==> src/rtl/sub_serial_cin.sv <==
// Digit-serial subtractor O = I0 - I1 - BIN, DIGIT bits per clock, LSD first, ready/valid on both sides.
// Define SUB_SERIAL_CIN_OVF_EN to add the registered signed-overflow output OVF.
module sub_serial_cin #(
  parameter int WIDTH = 8,
  parameter int DIGIT = 2
) (
  input  logic             CLK,
  input  logic             RESET,
  input  logic [WIDTH-1:0] I0,
  input  logic [WIDTH-1:0] I1,
  input  logic             BIN,
  input  logic             I_VALID,
  output logic             I_READY,
  output logic [WIDTH-1:0] O,
  output logic             BOUT,
  output logic             O_VALID,
  input  logic             O_READY
`ifdef SUB_SERIAL_CIN_OVF_EN
  , output logic           OVF
`endif
);

  localparam int N  = WIDTH / DIGIT;
  localparam int KW = (N > 1) ? $clog2(N) : 1;
  localparam logic [KW-1:0] K_LAST = KW'(N - 1);
  localparam logic [KW-1:0] K_ONE  = KW'(1);
  localparam logic [KW-1:0] K_ZERO = KW'(0);

  typedef enum logic [1:0] {
    IDLE = 2'd0,
    RUN  = 2'd1,
    DONE = 2'd2
  } state_t;

  // One digit of a + ~b + ~borrow; the top bit is the carry (no-borrow) out.
  function automatic logic [DIGIT:0] sub_digit(input logic [DIGIT-1:0] a,
                                               input logic [DIGIT-1:0] b,
                                               input logic             borrow);
    sub_digit = {1'b0, a} + {1'b0, ~b} + {{DIGIT{1'b0}}, ~borrow};
  endfunction

  state_t           state_r;
  state_t           state_nxt_s;
  logic [WIDTH-1:0] a_r;
  logic [WIDTH-1:0] b_r;
  logic [WIDTH-1:0] res_r;
  logic [WIDTH-1:0] res_nxt_s;
  logic             borrow_r;
  logic [KW-1:0]    k_r;
  logic             i_ready_r;
  logic             accept_s;
  logic             last_s;
  logic [DIGIT-1:0] a_dig_s;
  logic [DIGIT-1:0] b_dig_s;
  logic [DIGIT-1:0] d_s;
  logic             c_s;
  logic             c_msb_in_s;

  assign I_READY = i_ready_r;

  // Current-digit arithmetic and the result with that digit merged in.
  always_comb begin
    a_dig_s     = a_r[int'(k_r)*DIGIT +: DIGIT];
    b_dig_s     = b_r[int'(k_r)*DIGIT +: DIGIT];
    {c_s, d_s}  = sub_digit(a_dig_s, b_dig_s, borrow_r);
    // Carry into the top bit recovered from its sum bit: s = a ^ ~b ^ cin.
    c_msb_in_s  = d_s[DIGIT-1] ^ a_dig_s[DIGIT-1] ^ ~b_dig_s[DIGIT-1];
    res_nxt_s   = res_r;
    res_nxt_s[int'(k_r)*DIGIT +: DIGIT] = d_s;
    accept_s    = (state_r == IDLE) && i_ready_r && I_VALID;
    last_s      = (state_r == RUN) && (k_r == K_LAST);
  end

  // Next-state logic.
  always_comb begin
    state_nxt_s = state_r;
    case (state_r)
      IDLE:    if (accept_s) state_nxt_s = RUN;  else state_nxt_s = IDLE;
      RUN:     if (last_s)   state_nxt_s = DONE; else state_nxt_s = RUN;
      DONE:    if (O_READY)  state_nxt_s = IDLE; else state_nxt_s = DONE;
      default: state_nxt_s = IDLE;
    endcase
  end

  // State register.
  always_ff @(posedge CLK) begin
    if (RESET) state_r <= IDLE;
    else       state_r <= state_nxt_s;
  end

  // Operand capture, digit datapath and registered outputs.
  always_ff @(posedge CLK) begin
    if (RESET) begin
      a_r       <= '0;
      b_r       <= '0;
      res_r     <= '0;
      borrow_r  <= 1'b0;
      k_r       <= K_ZERO;
      i_ready_r <= 1'b0;
      O         <= '0;
      BOUT      <= 1'b0;
      O_VALID   <= 1'b0;
`ifdef SUB_SERIAL_CIN_OVF_EN
      OVF       <= 1'b0;
`endif
    end else begin
      case (state_r)
        IDLE: begin
          if (accept_s) begin
            a_r       <= I0;
            b_r       <= I1;
            borrow_r  <= BIN;
            k_r       <= K_ZERO;
            i_ready_r <= 1'b0;
          end else begin
            i_ready_r <= 1'b1;
          end
        end
        RUN: begin
          res_r    <= res_nxt_s;
          borrow_r <= ~c_s;
          k_r      <= k_r + K_ONE;
          if (last_s) begin
            O       <= res_nxt_s;
            BOUT    <= ~c_s;
            O_VALID <= 1'b1;
`ifdef SUB_SERIAL_CIN_OVF_EN
            OVF     <= c_s ^ c_msb_in_s;
`endif
          end
        end
        DONE: begin
          if (O_READY) begin
            O_VALID   <= 1'b0;
            i_ready_r <= 1'b1;
          end
        end
        default: begin
          O_VALID   <= 1'b0;
          i_ready_r <= 1'b0;
        end
      endcase
    end
  end

`ifndef SUB_SERIAL_CIN_OVF_EN
  logic unused_s;
  assign unused_s = c_msb_in_s;
`endif

endmodule

==> config.mk <==
export PLATFORM = sky130hd
export DESIGN_NAME = sub_serial_cin
export DESIGN_NICKNAME = d
export VERILOG_FILES = /design/src/rtl/sub_serial_cin.sv
export SDC_FILE = /design/constraint.sdc
export NUM_CORES = 1
export LEC_CHECK = 0
export ABC_AREA = 1
export CORE_AREA = 8 8 78 63
export CTS_BUF_LIST = sky130_fd_sc_hd__clkbuf_16
export CTS_CLUSTER_DIAMETER = 60
export DETAILED_ROUTE_END_ITERATION = 8
export DIE_AREA = 0 0 86 71
export DONT_BUFFER_PORTS = 1
export HOLD_SLACK_MARGIN = 0.12
export PLACE_DENSITY_LB_ADDON = 0.2
export SETUP_SLACK_MARGIN = 0.4
export SYNTH_ARGS = -nofsm -noshare
export SYNTH_HDL_FRONTEND = slang
export SYNTH_SLANG_ARGS = --single-unit
==> constraint.sdc <==
create_clock -name CLK -period 6.09 [get_ports CLK]
set_clock_uncertainty 0.05 [all_clocks]
set_input_delay 0.609 -clock CLK [delete_from_list [all_inputs] [get_ports CLK]]
set_output_delay 0.609 -clock CLK [all_outputs]
set_load 0.02 [all_outputs]
Word level (Yosys, flattened, before mapping)
Cells that the tools add are included.
{"block": "word_totals", "input_bits": 21, "out_inout_bits": 11, "elab_cells": 54, "regBits": 40}
{"block": "op_classes", "n_reduce_logical": 10, "addsub": 4, "eq_ne": 6, "bitwise_logic": 5, "shift": 4, "mux": 15}
{"cell": "$neg 3->33", "n": 1}
{"cell": "$shift 2x33->8 const A", "n": 1}
{"cell": "$shiftx 2x33->8", "n": 1}
{"cell": "$shiftx 8x4->2", "n": 2}
{"cell": "$bwmux 8", "n": 1}
{"cell": "$reduce_and 2->1", "n": 4}
{"cell": "$mux 1", "n": 6}
{"cell": "$mux 2", "n": 3}
{"cell": "$ne 2x2->1 const B", "n": 3}
{"cell": "$pmux 1 s3", "n": 2}
{"cell": "$pmux 2 s3", "n": 1}
{"cell": "$eq 2x2->1 const B", "n": 2}
{"cell": "$not 1->1", "n": 4}
{"cell": "$pmux 2 s2", "n": 1}
{"cell": "$add 2x2->3", "n": 1}
{"cell": "$add 3x1->3", "n": 1}
{"cell": "$logic_and 1x1->1", "n": 3}
{"cell": "$reduce_and 3->1", "n": 1}
{"cell": "$add 2x1->2 const B", "n": 1}
{"cell": "$eq 2x1->1 const B", "n": 1}
{"cell": "$logic_not 2->1", "n": 1}
{"cell": "$not 2->2", "n": 1}
{"cell": "$pmux 1 s2", "n": 1}
{"cell": "$reduce_bool 2->1", "n": 1}

Longest topological paths before layout
Gate-level depths: netlist of the first run.
{"block": "depth", "ltp_word": 6, "mapped_depth": 13, "depth_no_buf": 12}

Least setup slack after synthesis of the first run
No wires, ideal clock.
{"block": "synth_path", "kind": "reg2reg", "from": "register k_r[0]", "to": "register O[7]", "arrival_ns": 2.099, "required_time_ns": 5.931, "stages_incl_launch_ff": 13, "setup_slack_ns": 3.832, "path_buffers": 1, "period_less_slack_ns": 2.258, "setup_ns": 0.109, "cell_sequence": "dfxtp_1 -> buf_2 -> o21ai_0 -> o22a_1 -> fa_1 -> inv_1 -> fa_1 -> nand2_1 -> nor2_1 -> nand2_1 -> nand3_1 -> nand2_1 -> inv_1"}
{"block": "synth_via", "elab_chain_len": 6, "elab_cells_between_ends": 12, "cone_classes": "3 x add/sub; 1 x eq/ne; 4 x shift; 1 x mux; 1 x bitwise; 2 x reduce/logical"}
{"element": "from (decl)", "line_no": "49", "text": "logic [KW-1:0] k_r;"}
{"element": "from (signal assigned)", "line_no": "122", "text": "k_r <= k_r + K_ONE;"}
{"element": "$shiftx 8x4->2", "line_no": "64", "text": "b_dig_s = b_r[int'(k_r)*DIGIT +: DIGIT];"}
{"element": "$not 2->2", "line_no": "39", "text": "sub_digit = {1'b0, a} + {1'b0, ~b} + {{DIGIT{1'b0}}, ~borrow};"}
{"element": "$add 2x2->3", "line_no": "39"}
{"element": "$add 3x1->3", "line_no": "39"}
{"element": "$shiftx 2x33->8", "line_no": "69", "text": "res_nxt_s[int'(k_r)*DIGIT +: DIGIT] = d_s;"}
{"element": "$bwmux 8", "line_no": "69"}
{"element": "to (signal assigned)", "line_no": "124", "text": "O <= res_nxt_s;"}
{"element": "to (decl)", "line_no": "14", "text": "output logic [WIDTH-1:0] O,"}
Parallel ways exist; a longest one is shown, timed or not.
A chain may end at the register's enable or synchronous reset.

Worst setup path in the final report of the first run
{"block": "layout_path", "from": "register k_r[0]", "to": "register res_r[3]"}
{"block": "layout_via", "elab_chain_len": 6, "elab_cells_between_ends": 9, "cone_classes": "3 x add/sub; 4 x shift; 1 x mux; 1 x bitwise"}
{"element": "$shiftx 8x4->2", "line_no": "64"}
{"element": "$not 2->2", "line_no": "39"}
{"element": "$add 2x2->3", "line_no": "39"}
{"element": "$add 3x1->3", "line_no": "39"}
{"element": "$shiftx 2x33->8", "line_no": "69"}
{"element": "$bwmux 8 (*)", "line_no": "69"}
{"element": "to (signal assigned)", "line_no": "120", "text": "res_r <= res_nxt_s;"}
{"element": "to (decl)", "line_no": "46", "text": "logic [WIDTH-1:0] res_r;"}
Every way passes the cells marked *; elsewhere a longest branch is shown, timed or not.

==> results of run 1 <==
power by group through the flow:
stage / Clock [µW] / Combinational (µW) / Sequential [µW]
floorplan: 0 / 77.9 / 292
global placement: 0 / 82.6 / 297
detailed placement: 0 / 85.1 / 297
CTS: 302 / 85.5 / 291
global route: 313 / 101 / 294
finish: 295 / 85.0 / 292
final cells by class:
cell class,instances,area (µm²)
tap,55,68.8
sequential,40,801
clock inverter,3,42.5
fill,371,1650
inverter,41,154
clock buffer,5,125
multi-input combinational,192,938
synth_stat cells, types with 3 or more instances:
cell type  number
a21oi_1        14
buf_4           3
clkbuf_1        3
dfxtp_1        40
ha_1            6
inv_1          39
nand2_1        45
nand2_2         4
nand3_1        20
nor2_1         64
o21ai_0        25
worst max-delay path, stage by stage (launching register included):
cell and delay, ns:
dfxtp_1 0.65, inv_1 0.32, o21ai_0 0.23, o22ai_1 0.10
fa_1 0.37, inv_1 0.08, fa_1 0.43, nand2_1 0.11
nor2_1 0.06, nand2_1 0.10, nand3_1 0.07, nand2_1 0.08
inv_1 0.03
sequential cells by signal, summed over array words and instances (netlist names):
register  count
res_r         8
borrow_r      1
state_r       2
O_VALID       1
I_READY       1
b_r           8
BOUT          1
a_r           8
k_r           2
O             8
per-stage QoR:
step	cell area, µm²	setup slack (ns)	power [µW]	utilization [%]	hold slack, ns
floorplan	1960	3.83	370	-	0.399
global placement	1960	3.48	380	51.9	0.414
detailed placement	1960	3.36	382	51.9	0.417
CTS	2130	3.36	679	56.4	0.330
global route	2130	3.02	707	56.4	0.322
finish	2130	3.31	671	56.4	0.340
metal layers:
layer / share of wire [%] / routed length [µm]
met4: 0.87 / 35
met1: 51 / 2060
met5: 0 / 0
met3: 5.2 / 207
met2: 42 / 1700
kinds of logic (layout without fill, tap and decap cells):
family          Yosys count  in the layout  synth area share, %
compound gates           46             46                 12.7
flops                    40             40                 40.9
fa+ha+maj                 8              8                 5.87
simple gates            138            138                 29.3
buf+inv                  51             49                 11.2
cells in the final DEF (no fill, tap or decap), types with 2 or more instances in the layout:
master and count:
inv_2 2, nor2_1 64, o22ai_1 2, clkbuf_16 5
o21ai_0 25, dfxtp_1 40, nand3_1 20, inv_1 39
nand2_1 45, nor2_4 2, nand2_2 4, o22a_1 2
fa_1 2, a21oi_1 14, nand4_1 2, ha_1 6
worst min path at each step:
| stage | from | endpoint | slack (ns) | cells after the start |
|---|---|---|---|---|
| finish | RESET | borrow_r$_SDFFE_PP0P_ | 0.34 | 1 |
| global route | RESET | borrow_r$_SDFFE_PP0P_ | 0.32 | 1 |
| CTS | RESET | borrow_r$_SDFFE_PP0P_ | 0.33 | 1 |
| detailed placement | a_r[3]$_SDFFE_PP0P_ | a_r[3]$_SDFFE_PP0P_ | 0.42 | 2 |
| global placement | b_r[5]$_SDFFE_PP0P_ | b_r[5]$_SDFFE_PP0P_ | 0.41 | 2 |
| floorplan | a_r[2]$_SDFFE_PP0P_ | a_r[2]$_SDFFE_PP0P_ | 0.40 | 2 |
==> impl_metrics.csv, run 1 <==
group,metric,value,unit
run_status,outcome,"complete, no violations",
power_and_ir_drop,p_per_area,315,nW/µm²
logic_synthesis,ys_seq_area_share,40.9,%
timing,fin_crit,2.78,ns
logic_synthesis,synth.top_cell.area_share,40.9,%
route,first_iter_violations,86,
logic_synthesis,post-synth-top-area-cell,"dfxtp_1",
grt,grt_pass1_vias,1579,
setup_path,crit_path_end,"res_r[3]$_SDFFE_PP0P_",
logic_synthesis,async_flop_share,0,%
setup_path,timing.rr.start,"k_r[0]$_SDFFE_PP0P_",
timing,setup_viol,0,
route,num_vias,1622,
timing,setup-tns-final,0,ns
timing,fmax,359,MHz
power_and_ir_drop,p_int,502,µW
placement,io_buffer_count,0,
setup_path,crit_type,"reg2reg",
clock_tree,post_cts_buffers,0,
grt,grt_max_degree,24,
clock_tree,clock_latency,0.28,ns
grt,grt_pass1_wl,7.16,mm
cells_and_area,area_growth,8.68,%
clock_tree,cts_root_buffer,"clkbuf_16",
placement,placed_cells,328,
logic_synthesis,synth_nets,312,
power_and_ir_drop,clock_power_share,43.9,%
floorplan,core_area,3780,µm²
setup_path,crit_path_start_kind,"register",
logic_synthesis,ys_types,23,
grt,antenna_found_initial,0,
grt,grtUsageTotal,14.4,%
power_and_ir_drop,comb_power_share,12.7,%
logic_synthesis,synth_edf_count,0,
clock_tree,cts_resized,0,
floorplan,fp.dieW,86,µm
floorplan,die_h,71,µm
setup_path,cp-end-kind,"register",
grt,grt_util_met3,5.32,%
cells_and_area,nNetsFinal,309,
timing,fin_crit_sh,45.7,%
clock_tree,htree_levels,2,
job,maxCapViolCount,0,
cells_and_area,fin_cells,336,
clock_tree,cts_buffer_depth,2,
setup_path,cp.arrival,2.92,ns
cells_and_area,drive_gt1_share,6.05,%
setup_path,r2r_cells,12,
logic_synthesis,synthCells,283,
clock_tree,cts_hold_buf,0,
placement,dp_hpwl,2.88,mm
logic_synthesis,syn-mean-instance-area,6.92,µm²
power_and_ir_drop,p_sw_share,25.2,%
logic_synthesis,synth-main-ff-cell,"dfxtp_1",
logic_synthesis,synth_seq_cells,40,
timing,worst_pin_slew,0.533,ns
route,wire_per_inst,11.9,µm
power_and_ir_drop,power.switching,169,µW
route,via_per_inst,4.83,
grt,grt-ovfl-total,0,
route,antenna_left,0,
cells_and_area,antennaDiodeCount,0,
placement,gp_congestion,0.773,
floorplan,fp-row-count,20,
worst_hold_path,hp-class,"in2reg",
logic_synthesis,synth_area_leaders,"dfxtp_1 41%, nor2_1 12%, nand2_1 8.6%, inv_1 7.5%, o21ai_0 6.4%",
floorplan,initial_core_util,51.9,%
grt,use_met1,18.6,%
grt,met2_usage,21.1,%
route,dr.pass1.iters,4,
timing,hold_violations,0,
setup_path,critPathMaxFanout,16,
setup_path,ff2ff_setup_slack,3.31,ns
floorplan,die_area,6110,µm²
clock_tree,cts_sinks,40,
timing,slew_viol_final,0,
route,wl,4.01,mm
timing,slew-limit-headroom,64.4,%
setup_path,cp_data_required_time,6.22,ns
power_and_ir_drop,power_frac_seq,43.4,%
floorplan,io_pins,32,
setup_path,cp-startpoint,"k_r[0]$_SDFFE_PP0P_",
setup_path,timing.rr.end,"res_r[3]$_SDFFE_PP0P_",
clock_tree,cts_tree,"done",
grt,busiest_layer,"met2",
clock_tree,clk_pin_slew_worst_paths,0.06,ns
logic_synthesis,yosys_warnings,0,
power_and_ir_drop,peakVddDrop,0.177,mV
clock_tree,cts_buffers,5,
timing,rsz0062_at_grt,"false",
logic_synthesis,syn-cell-area,1960,µm²
power_and_ir_drop,p_leak,0.000957,µW
route,drc,0,
Power figures use the tool's default switching activity.
==> run 2, diff against run 1 <==
==> constraint.sdc (replaced) <==
create_clock -name CLK -period 2.8 [get_ports CLK]
set_clock_uncertainty 0.05 [all_clocks]
set_input_delay 0.28 -clock CLK [delete_from_list [all_inputs] [get_ports CLK]]
set_output_delay 0.28 -clock CLK [all_outputs]
set_load 0.02 [all_outputs]
==> run 2 against run 1 <==
Critical path depth unchanged. Sequential share of layout area down 0.46 points. Via count up 0.43%. First-iteration DRC count up 7.0%. Critical path type unchanged. Die area unchanged. Fmax up 25%. Non-clock buffer count up 6. Sequential power up 120%. Critical endpoint unchanged. Largest cell class unchanged. Combinational power up 150%. Clock power up 79%.
==> impl_metrics.csv, run 2 (synthesis gave the netlist of run 1 again) <==
group,metric,value,unit
run_status,outcome,"complete, no violations",
cells_and_area,nNetsFinal,315,
cells_and_area,most-common-layout-cells,"63 x nor2_1, 45 x nand2_1, 38 x dfxtp_1",
power_and_ir_drop,power_frac_seq,46.0,%
power_and_ir_drop,clock_power_share,38.6,%
grt,grt_max_degree,23,
placement,gp_congestion,0.770,
route,dr.pass1.iters,4,
timing,hold_violations,0,
floorplan,fp.dieW,86,µm
cells_and_area,drive_gt1_share,9.09,%
placement,dpl_cell_area,1970,µm²
setup_path,cp_data_required_time,2.93,ns
floorplan,fp-row-count,20,
timing,fin_crit_sh,79.2,%
floorplan,core_area,3780,µm²
floorplan,initial_core_util,51.9,%
route,antenna_left,0,
grt,grt-ovfl-total,0,
placement,io_buffer_count,0,
worst_hold_path,hp-class,"in2reg",
power_and_ir_drop,p_per_area,632,nW/µm²
placement,dp_hpwl,2.81,mm
route,num_vias,1629,
grt,grt_pass1_vias,1557,
floorplan,die_h,71,µm
timing,worst_pin_slew,0.825,ns
timing,rsz0062_at_grt,"false",
power_and_ir_drop,p_int,1000,µW
power_and_ir_drop,p_sw_share,26.7,%
setup_path,r2r_cells,12,
clock_tree,cts_root_buffer,"clkbuf_16",
route,wire_per_inst,11.8,µm
grt,grtUsageTotal,14.2,%
timing,slew-limit-headroom,44.8,%
cells_and_area,antennaDiodeCount,0,
setup_path,cp_slowest_stage_delay,0.44,ns
route,drc,0,
clock_tree,cts_buffers,5,
setup_path,cp-end-kind,"register",
cells_and_area,fillers,367,
grt,grt_pass1_wl,7.00,mm
route,via_per_inst,4.78,
timing,fin_crit,2.22,ns
setup_path,crit_path_cell_trace,"buf_6 -> o21ai_0 -> o22a_1 -> fa_2 -> inv_2 -> fa_1 -> nand2_1 -> nor2_1 -> nand2_1 -> nand3_1 -> nand2_1 -> inv_1",
clock_tree,htree_levels,2,
timing,slew_viol_final,0,
clock_tree,cts_tree,"done",
timing,setup_viol,0,
clock_tree,clock_latency,0.28,ns
timing,setup-tns-final,0,ns
route,wl,4.03,mm
timing,fmax,451,MHz
setup_path,crit_path_start_kind,"register",
job,maxCapViolCount,0,
grt,antenna_found_initial,0,
cells_and_area,area_growth,10.7,%
worst_hold_path,worstHoldPathCells,2,
power_and_ir_drop,power.switching,365,µW
clock_tree,cts_sinks,40,
setup_path,cp.arrival,2.35,ns
power_and_ir_drop,p_leak,0.000977,µW
power_and_ir_drop,peakVddDrop,0.418,mV
setup_path,crit_top_cell,"nand2_1",
setup_path,critPathMaxFanout,7,
floorplan,die_area,6110,µm²
cells_and_area,final_common_cell,"nor2_1",
clock_tree,clk_pin_slew_worst_paths,0.06,ns
setup_path,crit_type,"reg2reg",
setup_path,cp_slowest_cell,"fa_1",
cells_and_area,design_area,2170,µm²
route,first_iter_violations,92,
clock_tree,cts_buffer_depth,2,
power_and_ir_drop,comb_power_share,15.5,%
floorplan,io_pins,32,
-- run 2: area by class of cell --
class	count	area, µm²	area share, %
Clock buffer	5	125	5.77
Clock inverter	2	7.51	0.346
Inverter	41	159	7.32
Multi-Input combinational cell	192	950	43.8
Sequential cell	40	806	37.1
Tap cell	55	68.8	3.17
Timing Repair Buffer	6	53.8	2.48
-- run 2: path summary, 6_finish.rpt --
kind / start / to / slack [ns]
min reg2reg: b_r[6]$_SDFFE_PP0P_ / b_r[6]$_SDFFE_PP0P_ / 0.44
max reg2reg: k_r[0]$_SDFFE_PP0P_ / res_r[3]$_SDFFE_PP0P_ / 0.58
min: I1[4] / b_r[4]$_SDFFE_PP0P_ / 0.12
max: k_r[0]$_SDFFE_PP0P_ / res_r[3]$_SDFFE_PP0P_ / 0.58
-- run 2: what timing repair did --
action / CTS / global route
cloned: 0 / 0
hold endpoints to repair: 22 / 0
hold buffers: 2 / 0
pin swaps: 0 / 4
endpoints found under the setup margin: 2 / 8
gates resized for setup: 1 / 11
setup buffers: 0 / 3
-- run 2: stage by stage --
stage	utilization, %	hold slack [ns]	cells	worst slack [ns]	power [µW]
2_1_floorplan	-	0.375	283	0.542	805
4_1_cts	56.2	0.120	338	0.417	1360
6_report	57.4	0.120	341	0.581	1370
5_1_grt	57.4	0.128	341	0.424	1440
3_3_place_gp	52.1	0.300	329	0.499	828
3_5_place_dp	52.1	0.302	329	0.406	832
-- run 2: metal layers --
metal  global-route usage, %  routed length [µm]
met1                    18.4                2080
met2                    20.4                1670
met3                    5.79                 207
met4                    5.04                  64
met5                       0                   0
-- run 2: worst max-delay path: cells and delay by family, from the launching register on --
family,cells,cell delay (ns)
AND/OR/NAND/NOR,5,0.41
buffers and inverters,3,0.21
adder cells (fa/ha/maj),2,0.80
AO/OA/AOI/OAI,2,0.30
flip-flops,1,0.35
-- run 2: power groups by stage --
stage | Sequential [µW] | Combinational (µW) | Clock, µW
2_1_floorplan | 636 | 169 | 0
3_3_place_gp | 641 | 187 | 0
4_1_cts | 629 | 200 | 535
5_1_grt | 633 | 246 | 560
6_report | 630 | 212 | 529
3_5_place_dp | 640 | 191 | 0
==> variant 1: new RTL, flow settings as in run 2 <==
`DIGIT`: 2 -> 1.
--- a/src/rtl/sub_serial_cin.sv
+++ b/src/rtl/sub_serial_cin.sv
@@ -3,5 +3,5 @@
 module sub_serial_cin #(
   parameter int WIDTH = 8,
-  parameter int DIGIT = 2
+  parameter int DIGIT = 1
 ) (
   input  logic             CLK,
Function: changed (Yosys sat finds a counterexample within 10 cycles, from zero or initial values and one cycle with RESET high).
==> variant 1 against run 2 <==
  * Sequential cell count increased by 1
  * Clock power about the same
  * Cell area increased by 0.29%
  * Core utilization increased by 0.17 points
  * Total power decreased by 0.92%
  * Setup slack improved by 48 ps
  * Critical path depth decreased by 1
  * Synthesized area increased by 0.26%
  * Wire length increased by 2.3%
  * Largest cell class unchanged
  * Largest power group unchanged
  * Highest routed layer unchanged
==> variant 1: results (changes against run 2) <==
- **status** finished clean
- **sw frac** 0.262, -0.00504
- **fraction of the yosys area taken by sequential cells** 0.418, +0.00915
- **worst slack at placement** 492 ps, +86.4 ps
- **Inst Count DP** 310, -5.8%
- **multi-input gate share of total cell area** 0.438, +0.000466
- **fraction of met3 tracks used by global routing** 0.0475, -0.0104
- **wire length of the first global-routing pass** 7270 µm, +3.7%
- **peak supply drop** 0.432 mV, +3.2%
- **commonest cells in the synthesized netlist** 50 x nor2_1, 41 x dfxtp_1, 31 x inv_1
- **post-synth cell types** 31, +35%
- **starting DRC count in detailed routing** 152, +65%
- **Mapped Avg Cell Area** 7.36 µm², +6.3%
- **final-layout clock-cell area share** 0.0610, -0.000176
- **metal3 WL** 267 µm, +29%
- **maximum fanout count along the critical path** 12, +5
- **register fraction of the total cell area** 0.378, +0.00698
- **depth of the most critical reg-to-reg path** 11, -1
- **biggest area contributors in the synthesized netlist** dfxtp_1 42%, nor2_1 9.6%, o21ai_0 7.1%
- **maximum single-stage delay on the critical path** 490 ps, +50 ps
- **CTS-repair resized insts** 0, -1
- **detailed route wirelength on metal2** 1750 µm, +4.7%
- **Via Count** 1670, +2.5%
- **leakage power total** 0.931 nW, -4.7%
- **Finished Core Util** 0.576, +0.00166
- **global routing met2 resource utilization** 0.209, +0.00512
- **largest net degree at the start of global routing** 31, +35%
- **met1 Track Usage GR** 0.195, +0.0111
- **hold_buf cts** 4, +2
- **number of global-route vias before repair** 1532, -1.6%
- **signal buffers share of area** 0.0270, +0.00223
- **number of vias per cell** 5.17, +8.2%
- **Multi-input comb cells** 179, -6.8%
- **routed length on met1** 2080 µm, about the same
- **layout filler cell count** 357, -2.7%
- **half-perimeter wire length after placement** 2840 µm, +0.96%
- **standard cell area after detailed placement** 1970 µm², about the same
- **adder and majority gate portion of the synthesized area** 0.0357, -0.0231
- **number of ordinary inverters in the final layout** 35, -15%
- **Compound-Gate Fraction of Synth Area** 0.180, +0.0525
variant 1: worst register-to-register path, delay by kind of cell (launching register included):
kind / cells / cell delay [ps]
simple gates: 3 / 390
flops: 1 / 380
compound gates: 4 / 470
fa+ha+maj: 1 / 490
buf+inv: 3 / 320
variant 1: power by group through the flow:
stage / sequential (mW) / clock, mW / combinational (mW)
6_report: 0.639 / 0.530 / 0.188
5_1_grt: 0.644 / 0.569 / 0.218
4_1_cts: 0.637 / 0.545 / 0.180
3_5_place_dp: 0.650 / 0 / 0.172
3_3_place_gp: 0.650 / 0 / 0.170
2_1_floorplan: 0.645 / 0 / 0.150
variant 1: path summary, 6_finish.rpt:
kind                             start  endpoint  slack, ps
worst min-delay path             I0[6]    a_r[6]        120
worst max register to register  k_r[0]  res_r[5]        630
worst min register to register  b_r[5]    b_r[5]        430
worst max-delay path            k_r[0]  res_r[5]        630
==> variant 2: new RTL, settings of run 2 <==
Made on the original files. Re-encode `state_t` (3 states) as one-hot, 3 bits wide.
--- a/src/rtl/sub_serial_cin.sv
+++ b/src/rtl/sub_serial_cin.sv
@@ -27,8 +27,8 @@
   localparam logic [KW-1:0] K_ZERO = KW'(0);
 
-  typedef enum logic [1:0] {
-    IDLE = 2'd0,
-    RUN  = 2'd1,
-    DONE = 2'd2
+  typedef enum logic [2:0] {
+    IDLE = 3'b001,
+    RUN  = 3'b010,
+    DONE = 3'b100
   } state_t;
 
Function: no difference found for any inputs over 10 cycles, from zero or initial values and one cycle with RESET high; not proved beyond that.
==> variant 2 against run 2 <==
  * Setup slack worse by 46 ps
  * Wire length is 0.42% higher
  * Cell area rose by 2.3%
  * Critical path depth unchanged
  * Total power is 5.4% higher
  * Via count shrank 1.9%
  * Sequential cell count is 1 higher
  * Combinational power fell by 25%
  * Synthesized area shrank 0.57%
  * Die area stayed put
  * Critical endpoint unchanged
  * Largest cell class unchanged
==> variant 2: results (changes against run 2) <==
- **starting DRC count in detailed routing** 75, -18%
- **slack of the worst reg-to-reg path** 540 ps, -50 ps
- **fraction of the yosys area taken by sequential cells** 0.421, +0.0126
- **Routed WL per cell** 12.4 µm, +4.7%
- **layout filler cell count** 355, -3.3%
- **portion of the clock cycle consumed by the worst path in the final layout** 0.809, +0.0165
- **total global routing track utilization** 0.139, -0.00270
- **peak supply drop** 0.528 mV, +26%
- **number of antenna violations at the first check in global routing** 0, unchanged
- **Antenna Cells** 0, unchanged
- **biggest area contributors in the synthesized netlist** dfxtp_1 42%, nor2_1 12%, o21ai_0 12%
- **drt drc** 0, unchanged
- **adder and majority gate portion of the synthesized area** 0.0591, +0.000340
- **leakage power total** 0.998 nW, +2.1%
- **wire length of the first global-routing pass** 6870 µm, -1.9%
- **status** finished clean
- **worst slack at placement** 302 ps, -104 ps
- **fraction of final layout cells with drive strength greater than 1** 0.110, +0.0194
- **YS warnings** 0, unchanged
- **half-perimeter wire length after placement** 2830 µm, +0.74%
- **post-synth cell types** 25, +8.7%
- **class of the tightest hold or removal check** in2reg
- **maximum fanout count along the critical path** 9, +2
- **Compound-Gate Fraction of Synth Area** 0.188, +0.0605
- **worst slew margin relative to its limit** 0.546, +0.0976
- **GPL Wtd Cong** 0.804, +4.4%
- **largest net degree at the start of global routing** 29, +26%
- **Via Count** 1598, -1.9%
- **standard cell area after detailed placement** 1960 µm², -0.51%
-- variant 2: cell families (layout without fill, tap and decap cells) --
logic type	after synthesis	count (layout)
AND/OR/NAND/NOR	101	101
AO/OA/AOI/OAI	69	69
buffers and inverters	48	53
flip-flops	41	41
adder cells (fa/ha/maj)	8	8
-- variant 2: power by group --
part | total [mW] | leakage (nW) | switching (mW) | internal (mW)
logic | 0.158 | 0.583 | 0.0966 | 0.0613
clock network | 0.647 | 0.0800 | 0.226 | 0.421
registers | 0.640 | 0.335 | 0.0242 | 0.616
total | 1.44 | 0.998 | 0.347 | 1.10
-- variant 2: through the flow --
step	hold slack (ps)	total power, mW	std cells
2_1_floorplan	386	0.776	267
3_3_place_gp	299	0.796	313
3_5_place_dp	298	0.798	313
4_1_cts	121	1.45	326
5_1_grt	128	1.51	327
6_report	123	1.44	327
-- variant 2: repair_timing --
action / 4_1_cts / 5_1_grt
resized for setup: 3 / 16
hold endpoints to repair: 17 / 0
setup buffers: 0 / 1
hold buffers: 5 / 0
pin swaps: 0 / 3
setup endpoints to repair: 7 / 8
-- variant 2: cell type report --
class,instances,area (µm²),share of cell area
Multi-Input combinational cell,178,928,0.418
Sequential cell,41,828,0.373
Inverter,37,146,0.0660
Clock buffer,5,125,0.0564
Timing Repair Buffer,8,76.3,0.0344
Tap cell,55,68.8,0.0310
Clock inverter,3,46.3,0.0209
-- variant 2: path summary, 6_finish.rpt --
path,from,to,depth (start not counted)
worst min-delay path,I1[0],b_r[0],2
worst min register to register,a_r[1],a_r[1],2
worst max register to register,k_r[1],res_r[3],12
worst max-delay path,k_r[1],res_r[3],12
-- variant 2: metal layers --
layer | part of all wire | GRT usage | routed length (µm) | vias up
met5 | 0 | 0 | 0 | -
met2 | 0.42 | 0.199 | 1690 | 27
met4 | 0.017 | 0.0581 | 67 | 0
met3 | 0.043 | 0.0451 | 172 | 9
met1 | 0.52 | 0.185 | 2120 | 701
li1 | - | - | - | 861
-- variant 2: worst max-delay path, delay by kind of cell, from the launching register on --
kind / cells / cell delay (ps)
flip-flops: 1 / 380
AND/OR/NAND/NOR: 3 / 210
buffers and inverters: 3 / 200
adder cells (fa/ha/maj): 2 / 800
AO/OA/AOI/OAI: 4 / 530
